## src/rtl/instr_fetch_unit.sv

```systemverilog
// Fetch stage: PC, single-outstanding imem req/ack, small (pc, word) FIFO towards decode.
// Optional misaligned-redirect trap selected by `define IF_MISALIGN_TRAP_EN.
module instr_fetch_unit #(
    parameter int unsigned   N        = 32,
    parameter logic [N-1:0]  RESET_PC = '0,
    parameter int unsigned   DEPTH    = 2
) (
    input  logic         clk,
    input  logic         rst_n,
    output logic         imem_req,
    output logic [N-1:0] imem_addr,
    input  logic         imem_ack,
    input  logic [N-1:0] imem_rdata,
    input  logic         redirect_valid,
    input  logic [N-1:0] redirect_pc,
    output logic [N-1:0] Instruction,
    output logic [N-1:0] instr_pc,
    output logic         instr_valid,
    input  logic         instr_ready,
    output logic         fetch_fault
);

    localparam int unsigned PW = $clog2(DEPTH);
    localparam int unsigned CW = $clog2(DEPTH) + 1;

    typedef enum logic [1:0] {IDLE, FETCH, DISCARD, HALT} state_e;

    state_e          state_q, state_d;
    logic [N-1:0]    pc_q, pc_d;
    logic [N-1:0]    addr_q, addr_d;
    logic            req_q, req_d;
    logic [CW-1:0]   count_q, count_d;
    logic [PW-1:0]   rd_q, rd_d;
    logic [PW-1:0]   wr_q, wr_d;
    logic            valid_q, valid_d;
    logic            fault_q, fault_d;
    logic            halt_pend_q, halt_pend_d;
    logic [N-1:0]    buf_pc   [DEPTH];
    logic [N-1:0]    buf_data [DEPTH];
    logic            push, pop, misalign, redir_take;
    logic [N-1:0]    target;

    assign target = redirect_pc & ~(N'(3));

`ifdef IF_MISALIGN_TRAP_EN
    assign misalign = redirect_valid && (redirect_pc[1:0] != 2'b00);
`else
    assign misalign = 1'b0;
`endif

    // In HALT only an aligned redirect is honoured.
    assign redir_take = redirect_valid && ((state_q != HALT) || !misalign);

    // Next-state, buffer bookkeeping and redirect handling.
    always_comb begin
        state_d     = state_q;
        pc_d        = pc_q;
        rd_d        = rd_q;
        wr_d        = wr_q;
        fault_d     = fault_q;
        halt_pend_d = halt_pend_q;
        push        = (state_q == FETCH) && imem_ack && !redirect_valid;
        pop         = valid_q && instr_ready && !redirect_valid;
        if (push) wr_d = wr_q + PW'(1);
        if (pop)  rd_d = rd_q + PW'(1);
        count_d = count_q + CW'(push) - CW'(pop);

        case (state_q)
            IDLE: begin
                if (count_q < CW'(DEPTH)) state_d = FETCH;
            end
            FETCH: begin
                if (imem_ack) begin
                    pc_d    = pc_q + N'(4);
                    state_d = (count_d < CW'(DEPTH)) ? FETCH : IDLE;
                end
            end
            DISCARD: begin
                if (imem_ack) begin
                    state_d     = halt_pend_q ? HALT : IDLE;
                    halt_pend_d = 1'b0;
                end
            end
            default: ;
        endcase

        if (redir_take) begin
            count_d     = '0;
            rd_d        = '0;
            wr_d        = '0;
            pc_d        = target;
            fault_d     = misalign;
            halt_pend_d = 1'b0;
            case (state_q)
                FETCH, DISCARD: begin
                    if (imem_ack) begin
                        state_d = misalign ? HALT : IDLE;
                    end else begin
                        state_d     = DISCARD;
                        halt_pend_d = misalign;
                    end
                end
                default: state_d = misalign ? HALT : IDLE;
            endcase
        end

        // The in-flight address stays on the bus while draining a discarded fetch.
        addr_d  = (state_d == DISCARD) ? addr_q : pc_d;
        req_d   = (state_d == FETCH) || (state_d == DISCARD);
        valid_d = (count_d != '0);
    end

    always_ff @(posedge clk or negedge rst_n) begin
        if (!rst_n) begin
            state_q     <= IDLE;
            pc_q        <= RESET_PC;
            addr_q      <= RESET_PC;
            req_q       <= 1'b0;
            count_q     <= '0;
            rd_q        <= '0;
            wr_q        <= '0;
            valid_q     <= 1'b0;
            fault_q     <= 1'b0;
            halt_pend_q <= 1'b0;
            for (int unsigned i = 0; i < DEPTH; i++) begin
                buf_pc[PW'(i)]   <= '0;
                buf_data[PW'(i)] <= '0;
            end
        end else begin
            state_q     <= state_d;
            pc_q        <= pc_d;
            addr_q      <= addr_d;
            req_q       <= req_d;
            count_q     <= count_d;
            rd_q        <= rd_d;
            wr_q        <= wr_d;
            valid_q     <= valid_d;
            fault_q     <= fault_d;
            halt_pend_q <= halt_pend_d;
            if (push) begin
                buf_pc[wr_q]   <= addr_q;
                buf_data[wr_q] <= imem_rdata;
            end
        end
    end

    assign imem_req    = req_q;
    assign imem_addr   = addr_q;
    assign instr_valid = valid_q;
    assign Instruction = buf_data[rd_q];
    assign instr_pc    = buf_pc[rd_q];
    assign fetch_fault = fault_q;

endmodule
```

## config.mk

```make
export PLATFORM = sky130hd
export DESIGN_NAME = instr_fetch_unit
export DESIGN_NICKNAME = d
export VERILOG_FILES = /design/src/rtl/instr_fetch_unit.sv
export SDC_FILE = /design/constraint.sdc
export NUM_CORES = 1
export LEC_CHECK = 0
export ABC_AREA = 1
export CORE_ASPECT_RATIO = 2
export CORE_MARGIN = 2
export CORE_UTILIZATION = 30
export DETAILED_ROUTE_END_ITERATION = 7
export PLACE_DENSITY_LB_ADDON = 0.3
export SYNTH_ARGS = -nofsm -noshare
export SYNTH_HDL_FRONTEND = slang
export SYNTH_SLANG_ARGS = --single-unit
```

## constraint.sdc

```tcl
create_clock -name clk -period 3.3 [get_ports clk]
set_input_delay 0.66 -clock clk [delete_from_list [all_inputs] [get_ports clk]]
set_output_delay 0.66 -clock clk [all_outputs]
set_load 0.01 [all_outputs]
```

---- Yosys cells after proc, flatten, opt, wreduce, memory -nomap -nowiden ----
Cells that the tools add are included.
word-level totals
  logic and storage cells ................. 74
  flip-flop bits (word level) ............. 201
  bits of input ports ..................... 69
  output and inout bits ................... 99
cells by class
  reduce and logical (&&, ||, !) cells .... 15
  equal/unequal tests ..................... 4
  add/sub/neg operators ................... 5
  bitwise gates (word level) .............. 2
  mux-type cells .......................... 30
  magnitude comparators ................... 5
operator list
  operator               number
  $mux 32                10
  $bwmux 64              2
  $add 32x3->32 const B  1
  $demux 32 s1           1
  $mux 2                 8
  $reduce_bool 2->1      5
  $mux 1                 8
  $pmux 2 s3             1
  $logic_and 1x1->1      5
  $eq 2x1->1 const B     2
  $eq 2x2->1 const B     2
  $ge 2x2->1 const B     2
  $lt 2x2->1 const B     2
  $not 1->2              2
  $add 1x1->1 const B    2
  $add 2x1->2            1
  $logic_not 2->1        1
  $lt 2x1->1 const B     1
  $reduce_and 2->1       1
  $reduce_or 2->1        1
  $sub 2x1->2            1
  $logic_not 1->1        1
  $logic_or 1x1->1       1

---- Depth between registers and ports, before layout ----
Gate-level depths: netlist of the first run.
  word-level depth ........................ 12
  depth in mapped cells ................... 20
  gate-level depth less buffers ........... 19

---- Least setup slack after synthesis of the first run ----
Ideal clock, no wire load.
  kind .................................... input to register
  start ................................... input port redirect_valid
  end ..................................... register addr_q[17], in the netlist imem_addr[17]
  path slack .............................. 0.091 ns
  cell stages on the path ................. 18
  arrival time ............................ 3.144 ns
  data required time ...................... 3.235 ns
  library setup time ...................... 0.065 ns
  buffers on the path ..................... 3
  path through ............................ buf_2 buf_1 nor2_1 ha_1 inv_1 ha_1 xnor2_1 xor2_1 nand2_1 o21ai_0 nand2_1 nand2_1 nand2_1 ha_1 inv_1 buf_1 o211ai_1 nand2_1
on the way
  word-level cells in the longest chain between the ends .. 10
  elaborated cells between the ends (all ways) .. 12
  those cells by class .................... 2 x add/sub; 1 x order compare; 1 x eq/ne; 5 x mux; 3 x reduce/logical
ends and longest elaborated chain
  what                    line    text
  start: declaration      14      input logic redirect_valid,
  $logic_not 1->1         62, 63
  $logic_and 1x1->1       62      push = (state_q == FETCH) && imem_ack && !redirect_valid;
  $add 2x1->2             66      count_d = count_q + CW'(push) - CW'(pop);
  $sub 2x1->2             66
  $lt 2x2->1              75      state_d = (count_d < CW'(DEPTH)) ? FETCH : IDLE;
  $mux 1                  75
  $mux 2                  73      if (imem_ack) begin
  $pmux 2 s3              68      case (state_q)
  $mux 2                  87      if (redir_take) begin
  $eq 2x2->1              108     addr_d = (state_d == DISCARD) ? addr_q : pc_d;
  end signal: assignment  132     addr_q <= addr_d;
  end: declaration        30      logic [N-1:0] addr_q, addr_d;
Several ways; a longest one is shown, not always the timed one.
A chain may end at the register's enable or synchronous reset.

---- Final worst setup path of the first run ----
  start ................................... register state_q[1]
  end ..................................... register addr_q[20], in the netlist imem_addr[20]
on the way
  word-level cells in the longest chain between the ends .. 11
  elaborated cells between the ends (all ways) .. 19
  those cells by class .................... 2 x add/sub; 1 x order compare; 3 x eq/ne; 9 x mux; 4 x reduce/logical
ends and longest elaborated chain
  what                            line        text
  start: declaration              28          state_e state_q, state_d;
  start signal: assignment        130         state_q <= state_d;
  $eq 2x1->1                      62, 68, 94
  $logic_and 1x1->1 (2 in a row)  62
  $add 2x1->2                     66
  $sub 2x1->2                     66
  $lt 2x2->1                      75
  $mux 1                          75
  $mux 2                          73
  $pmux 2 s3                      68
  $mux 2                          87
  $eq 2x2->1                      108
Several ways; a longest one is shown, not always the timed one.

==> results_dict.tcl, run 1 <==
set metrics [dict create \
    p_leak_nw 5.86 \
    yosys.area.top_type "dfrtp_1" \
    synth_xor_area_share_pct 1.04 \
    setup_viol 0 \
    power_switching_mw 2.84 \
    die_w_um 128 \
    internal-power_mw 5.74 \
    clkPwrFrac_pct 24.5 \
    drc 0 \
    dpl_cell_area_um2 11400 \
    clock_latency_ps 450 \
    wl_mm 24.2 \
    regToRegSetupSlack_ps 410 \
    wl_per_cell_um 14.1 \
    portBuffers 164 \
    power.share.switching_pct 33.1 \
    synthSimpleGateAreaFrac_pct 26.9 \
    seq_area_frac_synth_pct 54.0 \
    grt_usage_pct 15.4 \
    slowest_delay_ps 410 \
    r2r-start "state_q[1]" \
    ys.flop_type "dfrtp_1" \
    cts_made_buffers 17 \
    crit_required_ps 3680 \
    die_area_um2 32400 \
    synthTopCellsByArea "dfrtp_1 (54%), nand2_1 (20%), o21ai_0 (7.8%)" \
    num_rows 91 \
    pwr-share-comb_pct 32.5 \
    async_flop_share_pct 100 \
    design_area_um2 12000 \
    cts_buffer_depth 2 \
    antenna_found_initial 0 \
    routed_via_density 4.54 \
    synth-seq-cells 200 \
    worst_slew_pin_slew_ps 652 \
    max_slew_margin_pct 56.5 \
    dr.pass1.iters 5 \
    holdBufCountCts 0 \
    syn_inst 1179 \
    finClkSkew_ps 12.3 \
    cp_common_cell "nand2_1" \
    reg2reg_depth 20 \
    worstPathMaxFanout 14 \
    hpwl_mm 16.8 \
    synth_enable_flop_cells 0 \
    first_global_vias 7568 \
    power.density_nw_per_um2 715 \
    syn-num-nets 1256 \
    regArea_um2 5010 \
    holdCritPathClass "input pin to async pin" \
    ios 168 \
    synth-compound-area-share_pct 10.0 \
    syn_area_per_cell_um2 7.86 \
    utilization_pct 39.2 \
    die_height_um 253 \
    syn-cell-area_um2 9270 \
    ys_types 36 \
    nets 1401 \
    ys_warn_count 0 \
    synth_top_area_share_pct 54.0 \
    cts_max_level 4 \
    initialDrtViolationCount 475 \
    area_growth_pct 29.6 \
    r2r_end "imem_addr[20]" \
    end_kind "flop" \
    synth_top_family_by_area "simple AND/OR/NAND/NOR gates" \
    root_buffer "clkbuf_16" \
    maxSlewViolCount 0 \
    synth_mux_area_share_pct 0 \
    stdcell_count 1709 \
    holdWs_ps 240 \
    path_cells "inv_1 -> ha_2 -> nand2_4 -> nor2_4 -> inv_1 -> ha_1 -> inv_1 -> ha_1 -> xnor2_1 -> xor2_1 -> nand2_1 -> o21ai_0 -> nand2_1 -> nand2_1 -> nand2_1 -> ha_1 -> inv_1 -> buf_6 -> o211ai_1 -> nand2_1" \
    placed_cells 1677 \
    initial_core_util_pct 30.3 \
    cp.arrival_ps 3280 \
    fmax_ghz 0.346 \
    drive_gt1_share_pct 6.28 \
    synthAdderAreaFrac_pct 1.08 \
    n_fill_cell 3097 \
    diodes 0 \
    period_share_pct 87.7 \
    core_um2 30600 \
    cp_slowest_cell "dfrtp_1" \
    crit_type "flop to flop" \
    drv_cap 0 \
    peakVddDrop_mv 0.352 \
    ctsResizeCount 0 \
    cts_setup_buffers 0 \
    cts_tree "built" \
    grt_max_degree 129 \
    seqPwrFrac_pct 43.1 \
    clkTransAtPathRegs_ps 80 \
    layout_min_cycle_time_ps 2890 \
    cts.sinks 200 \
    cp-start-kind "flop" \
    rsz0062_at_grt "false" \
    grt_pass1_wl_mm 39.6 \
    vias 7762 \
    grt-ovfl-total 0 \
    antenna_left 0 \
    multi_input_area_um2 3640 \
    hold_viol_final 0 \
    gp_congestion 0.889 \
    outcome "complete, no violations" \
]
==> layout by cell type, fill, tap and decap left out, drive strengths merged <==
cell type and count:
o21ai 158, o31ai 1, inv 112, nand3b 4, bufinv 1, xnor2 7, a31oi 1, clkinv 8
a21boi 7, a21o 1, dfrtp 200, nand4 5, a21oi 4, clkinvlp 1, nor2 51, o211ai 3
buf 19, nor3 2, clkdlybuf4s50 163, and2 3, or2 10, ha 8, nand3 44, conb 1
nand2 498, clkbuf 20, o21a 1, xor2 4
==> per-stage QoR <==
stage	worst slack, ps	power, mW	TNS [ps]
final	407	8.59	0
after global routing	23.6	9.24	0
after CTS	318	8.71	0
after detailed placement	-115	6.57	-1210
after global placement	-65.2	6.47	-335
after floorplan	90.8	5.03	0
==> registers in the layout, summed over array words and instances, names as in the netlist, 2 cells and up <==
signal / count
state_q: 2
pc_q: 32
count_q: 2
buf_data: 64
buf_pc: 64
imem_addr: 32
==> logic make-up (layout without fill, tap and decap cells) <==
group,count (synthesis),after routing
AO/OA/AOI/OAI,176,176
AND/OR/NAND/NOR,617,617
flip-flops,200,200
XOR/XNOR,11,11
buffers and inverters,166,324
other,1,1
adder cells (fa/ha/maj),8,8
==> critical path, delay by kind of cell (launching register included) <==
family | cells | cell delay (ps)
AOI/OAI and AO/OA | 2 | 170
xor gates and xnor gates | 2 | 360
adders and majority gates | 4 | 900
buffers and inverters | 5 | 510
DFF | 1 | 410
and+or+nand+nor | 7 | 460
==> area by class of cell <==
| type | count | share of cell area (%) |
|---|---|---|
| tap | 372 | 3.88 |
| timing repair buffer | 183 | 15.7 |
| clock inverter | 13 | 1.32 |
| clock buffer | 19 | 3.69 |
| sequential | 200 | 41.7 |
| multi-input combinational | 813 | 30.3 |
| inverter | 109 | 3.42 |
==> power by group through the flow <==
stage               sequential [mW]  clock [mW]  combinational (mW)
finish                         3.70        2.10                2.79
global route                   3.81        2.27                3.17
CTS                            3.70        2.17                2.84
detailed placement             3.75           0                2.82
global placement               3.71           0                2.76
floorplan                      3.65           0                1.38
==> worst max path at each step <==
stage | from | to | slack [ps] | cells after the start
6_report | state_q[1] | imem_addr[20] | 410 | 20
3_5_place_dp | imem_ack | imem_addr[26] | -110 | 19
2_1_floorplan | redirect_valid | imem_addr[17] | 90 | 18
5_1_grt | state_q[1] | imem_addr[3] | 20 | 20
3_3_place_gp | imem_ack | imem_addr[20] | -70 | 19
4_1_cts | rd_q | instr_pc[26] | 320 | 5
==> routing by layer <==
layer,GRT usage [%],vias up,wire (µm)
li1,-,3945,-
met1,21.2,3585,11200
met2,24.6,214,11300
met5,0,-,0
met3,2.77,18,1310
met4,4.99,0,420
==> cells in the mapped netlist (2+ instances only) <==
| cell type | instances |
|---|---|
| xor2_1 | 4 |
| o21ai_1 | 10 |
| nand2_2 | 2 |
| a21oi_1 | 4 |
| or2_2 | 10 |
| buf_2 | 6 |
| nor2_2 | 3 |
| nor2_4 | 5 |
| xnor2_1 | 7 |
| dfrtp_1 | 200 |
| nor3_1 | 2 |
| a21boi_0 | 6 |
| nand3_1 | 43 |
| nand4_1 | 5 |
| nand3b_1 | 4 |
| nand2_1 | 495 |
| ha_1 | 8 |
| buf_1 | 10 |
| nor2_1 | 43 |
| o21ai_2 | 3 |
| clkbuf_1 | 40 |
| and2_1 | 3 |
| inv_1 | 107 |
| o211ai_1 | 3 |
| o21ai_0 | 145 |
No activity file was read; power rests on OpenSTA's default activity.
==> run 2, diff against run 1 <==
--- a/config.mk
+++ b/config.mk
@@ -5,12 +5,12 @@
 export SDC_FILE = /design/constraint.sdc
 export NUM_CORES = 1
 export LEC_CHECK = 0
-export ABC_AREA = 1
 export CORE_ASPECT_RATIO = 2
 export CORE_MARGIN = 2
 export CORE_UTILIZATION = 30
 export DETAILED_ROUTE_END_ITERATION = 7
 export PLACE_DENSITY_LB_ADDON = 0.3
+export RECOVER_POWER = 100
 export SYNTH_ARGS = -nofsm -noshare
 export SYNTH_HDL_FRONTEND = slang
 export SYNTH_SLANG_ARGS = --single-unit
==> constraint.sdc (replaced) <==
create_clock -name clk -period 2.65 [get_ports clk]
set_input_delay 0.53 -clock clk [delete_from_list [all_inputs] [get_ports clk]]
set_output_delay 0.53 -clock clk [all_outputs]
set_load 0.01 [all_outputs]
==> run 2 against run 1 <==
The run now ends with negative setup slack left. Register-to-register slack worse by 740 ps. Via count is 19% lower. Hold slack better by 140 ps. Power is 38% higher. Die area is 1.2% lower. Routed wire length is 8.1% higher. First-iteration DRC count is 52% lower. Critical endpoint is now buf_data[38]. Largest cell class unchanged.
==> results_dict.tcl, run 2 <==
set metrics [dict create \
    root_buffer "clkbuf_16" \
    period_share_pct 114 \
    dr.pass1.iters 4 \
    core_um2 30100 \
    crit_required_ps 2980 \
    fmax_ghz 0.332 \
    p_leak_nw 5.91 \
    synth_top_area_share_pct 54.7 \
    post-place-ws_ps -1080 \
    ys.flop_type "dfrtp_1" \
    wl_per_cell_um 20.1 \
    cts_max_level 4 \
    ios 168 \
    worst_slew_pin_slew_ps 1360 \
    vias 6288 \
    n_fill_cell 2765 \
    ys_types 45 \
    reg2reg_depth 20 \
    yosys.area.top_type "dfrtp_1" \
    maxSlewViolCount 0 \
    grt_usage_pct 15.2 \
    cts_tree "built" \
    first_global_vias 6629 \
    drc 0 \
    holdBufCountCts 0 \
    die_w_um 128 \
    path_cells "clkdlybuf4s50_1 -> nand2_4 -> nor2_4 -> inv_2 -> buf_4 -> buf_6 -> buf_4 -> buf_6 -> buf_6 -> buf_6 -> buf_6 -> buf_6 -> buf_6 -> buf_6 -> nor2_4 -> clkbuf_16 -> buf_6 -> buf_12 -> mux2_4" \
    synthTopCellsByArea "dfrtp_1 (55%), mux2_2 (26%), nand2_1 (1.7%)" \
    grt_pass1_wl_mm 37.3 \
    outcome "complete, but fails checks" \
    area_growth_pct 43.7 \
    synth-seq-cells 200 \
    die_height_um 251 \
    setup_viol 96 \
    initialDrtViolationCount 230 \
    diodes 0 \
    antenna_left 0 \
    async_flop_share_pct 100 \
    setup_ws_ps -361 \
    end_kind "flop" \
    antenna_found_initial 0 \
    finClkSkew_ps 9.57 \
    setup_tns_ps -28230 \
    slowest_delay_ps 550 \
    stdcell_count 1300 \
    grt_max_degree 74 \
    hpwl_mm 16.5 \
    placed_cells 1226 \
    routed_via_density 4.84 \
    hold_viol_final 0 \
    seq_area_frac_synth_pct 54.7 \
    syn_area_per_cell_um2 13.1 \
    grt-ovfl-total 0 \
    die_area_um2 32000 \
    syn-num-nets 775 \
    peakVddDrop_mv 0.495 \
    gp_congestion 0.765 \
    synth_enable_flop_cells 0 \
    clkTransAtPathRegs_ps 70 \
    portBuffers 164 \
    nets 997 \
    rsz0062_at_grt "true" \
    cts_made_buffers 17 \
    final_common_cell "dfrtp_1" \
    num_rows 90 \
    synth_commonest_cells "mux2_2 (214), dfrtp_1 (200), nand2_1 (41)" \
    cts_buffer_depth 2 \
    layout_min_cycle_time_ps 3010 \
    r2r-start "state_q[1]" \
    synthMostInstantiatedCell "mux2_2" \
    holdCritPathClass "input pin to async pin" \
    violations "negative setup slack" \
    clock_latency_ps 450 \
    crit_type "input pin to flop" \
    syn-cell-area_um2 9150 \
    ys_warn_count 0 \
    finalPower_mw 11.8 \
    initial_core_util_pct 30.4 \
    cp.arrival_ps 3340 \
    holdWs_ps 378 \
    reg.largest.list "buf_data: 64 flops, buf_pc: 64 flops" \
    dpl_cell_area_um2 11500 \
    drive_gt1_share_pct 38.8 \
    regToRegSetupSlack_ps -330 \
    worstPathMaxFanout 5 \
    layout_common_cells "dfrtp_1 (199), mux2_2 (155), clkdlybuf4s50_1 (146)" \
    drv_cap 0 \
    syn_inst 698 \
    cp_common_cell "buf_6" \
    power.density_nw_per_um2 898 \
    cp-start-kind "input pin" \
    cp_slowest_cell "clkdlybuf4s50_1" \
    max_slew_margin_pct 9.04 \
    wl_mm 26.1 \
    r2r_end "buf_data[38]" \
    cts.sinks 200 \
    design_area_um2 13200 \
    utilization_pct 43.7 \
]
==> run 2: cell types whose count changed after synthesis, moves of 11 or more <==
cell      before  now
o21ai_0      145   15
nand3_1       43   17
xor2_1         4   15
clkbuf_1      40   25
inv_1        107   15
mux2_2         0  214
nor2_1        43   26
nand2_1      495   41
==> run 2: routing by layer <==
metal	vias to the layer above	wire (µm)	track usage (%)
met5	-	0	0
met4	0	727	5.09
met3	31	991	3.23
met2	127	14800	29.1
met1	3213	9570	16.2
li1	2917	-	-
==> run 2: cells by family after synthesis <==
family,count (synthesis),synth area share (%)
xor gates and xnor gates,31,2.97
AOI/OAI and AO/OA,42,3.39
other,1,0.0410
and+or+nand+nor,142,8.38
DFF,200,54.7
buffers and inverters,54,2.46
muxes,220,27.0
adders and majority gates,8,1.09
==> run 2: area by class of cell <==
cell class              count  area (µm²)  share of cell area [%]
flip-flops and latches    200        5010                    38.1
inverters                  15        56.3                   0.428
repair buffers            242        2680                    20.4
clock inverters            10         118                   0.894
multi-input cells         444        4360                    33.2
clock buffers              21         470                    3.58
well taps                 368         460                    3.50
==> run 2: worst max-delay path: cells and delay by family <==
| kind | cells | cell delay, ps |
|---|---|---|
| buf+inv | 15 | 2120 |
| simple gates | 3 | 370 |
| mux | 1 | 300 |
==> run 2: where the power goes <==
part	switching, mW	internal (mW)	total, mW
Combinational	1.56	2.90	4.46
Sequential	0.617	4.08	4.70
Clock	1.19	1.47	2.66
==> run 2: how the worst max path moves through the flow <==
stage,startpoint,end,cells after the start
6_report,imem_ack,buf_data[38],19
3_5_place_dp,imem_ack,imem_addr[17],15
5_1_grt,state_q[1],imem_addr[14],19
2_1_floorplan,redirect_valid,imem_addr[23],16
4_1_cts,state_q[1],imem_addr[16],17
3_3_place_gp,imem_ack,imem_addr[18],15
==> run 2: repair_timing <==
action / CTS / global route
pin swaps: 10 / 20
setup buffers: 20 / 13
endpoints found under the setup margin: 34 / 100
gates resized for setup: 30 / 109
cloned: 2 / 12
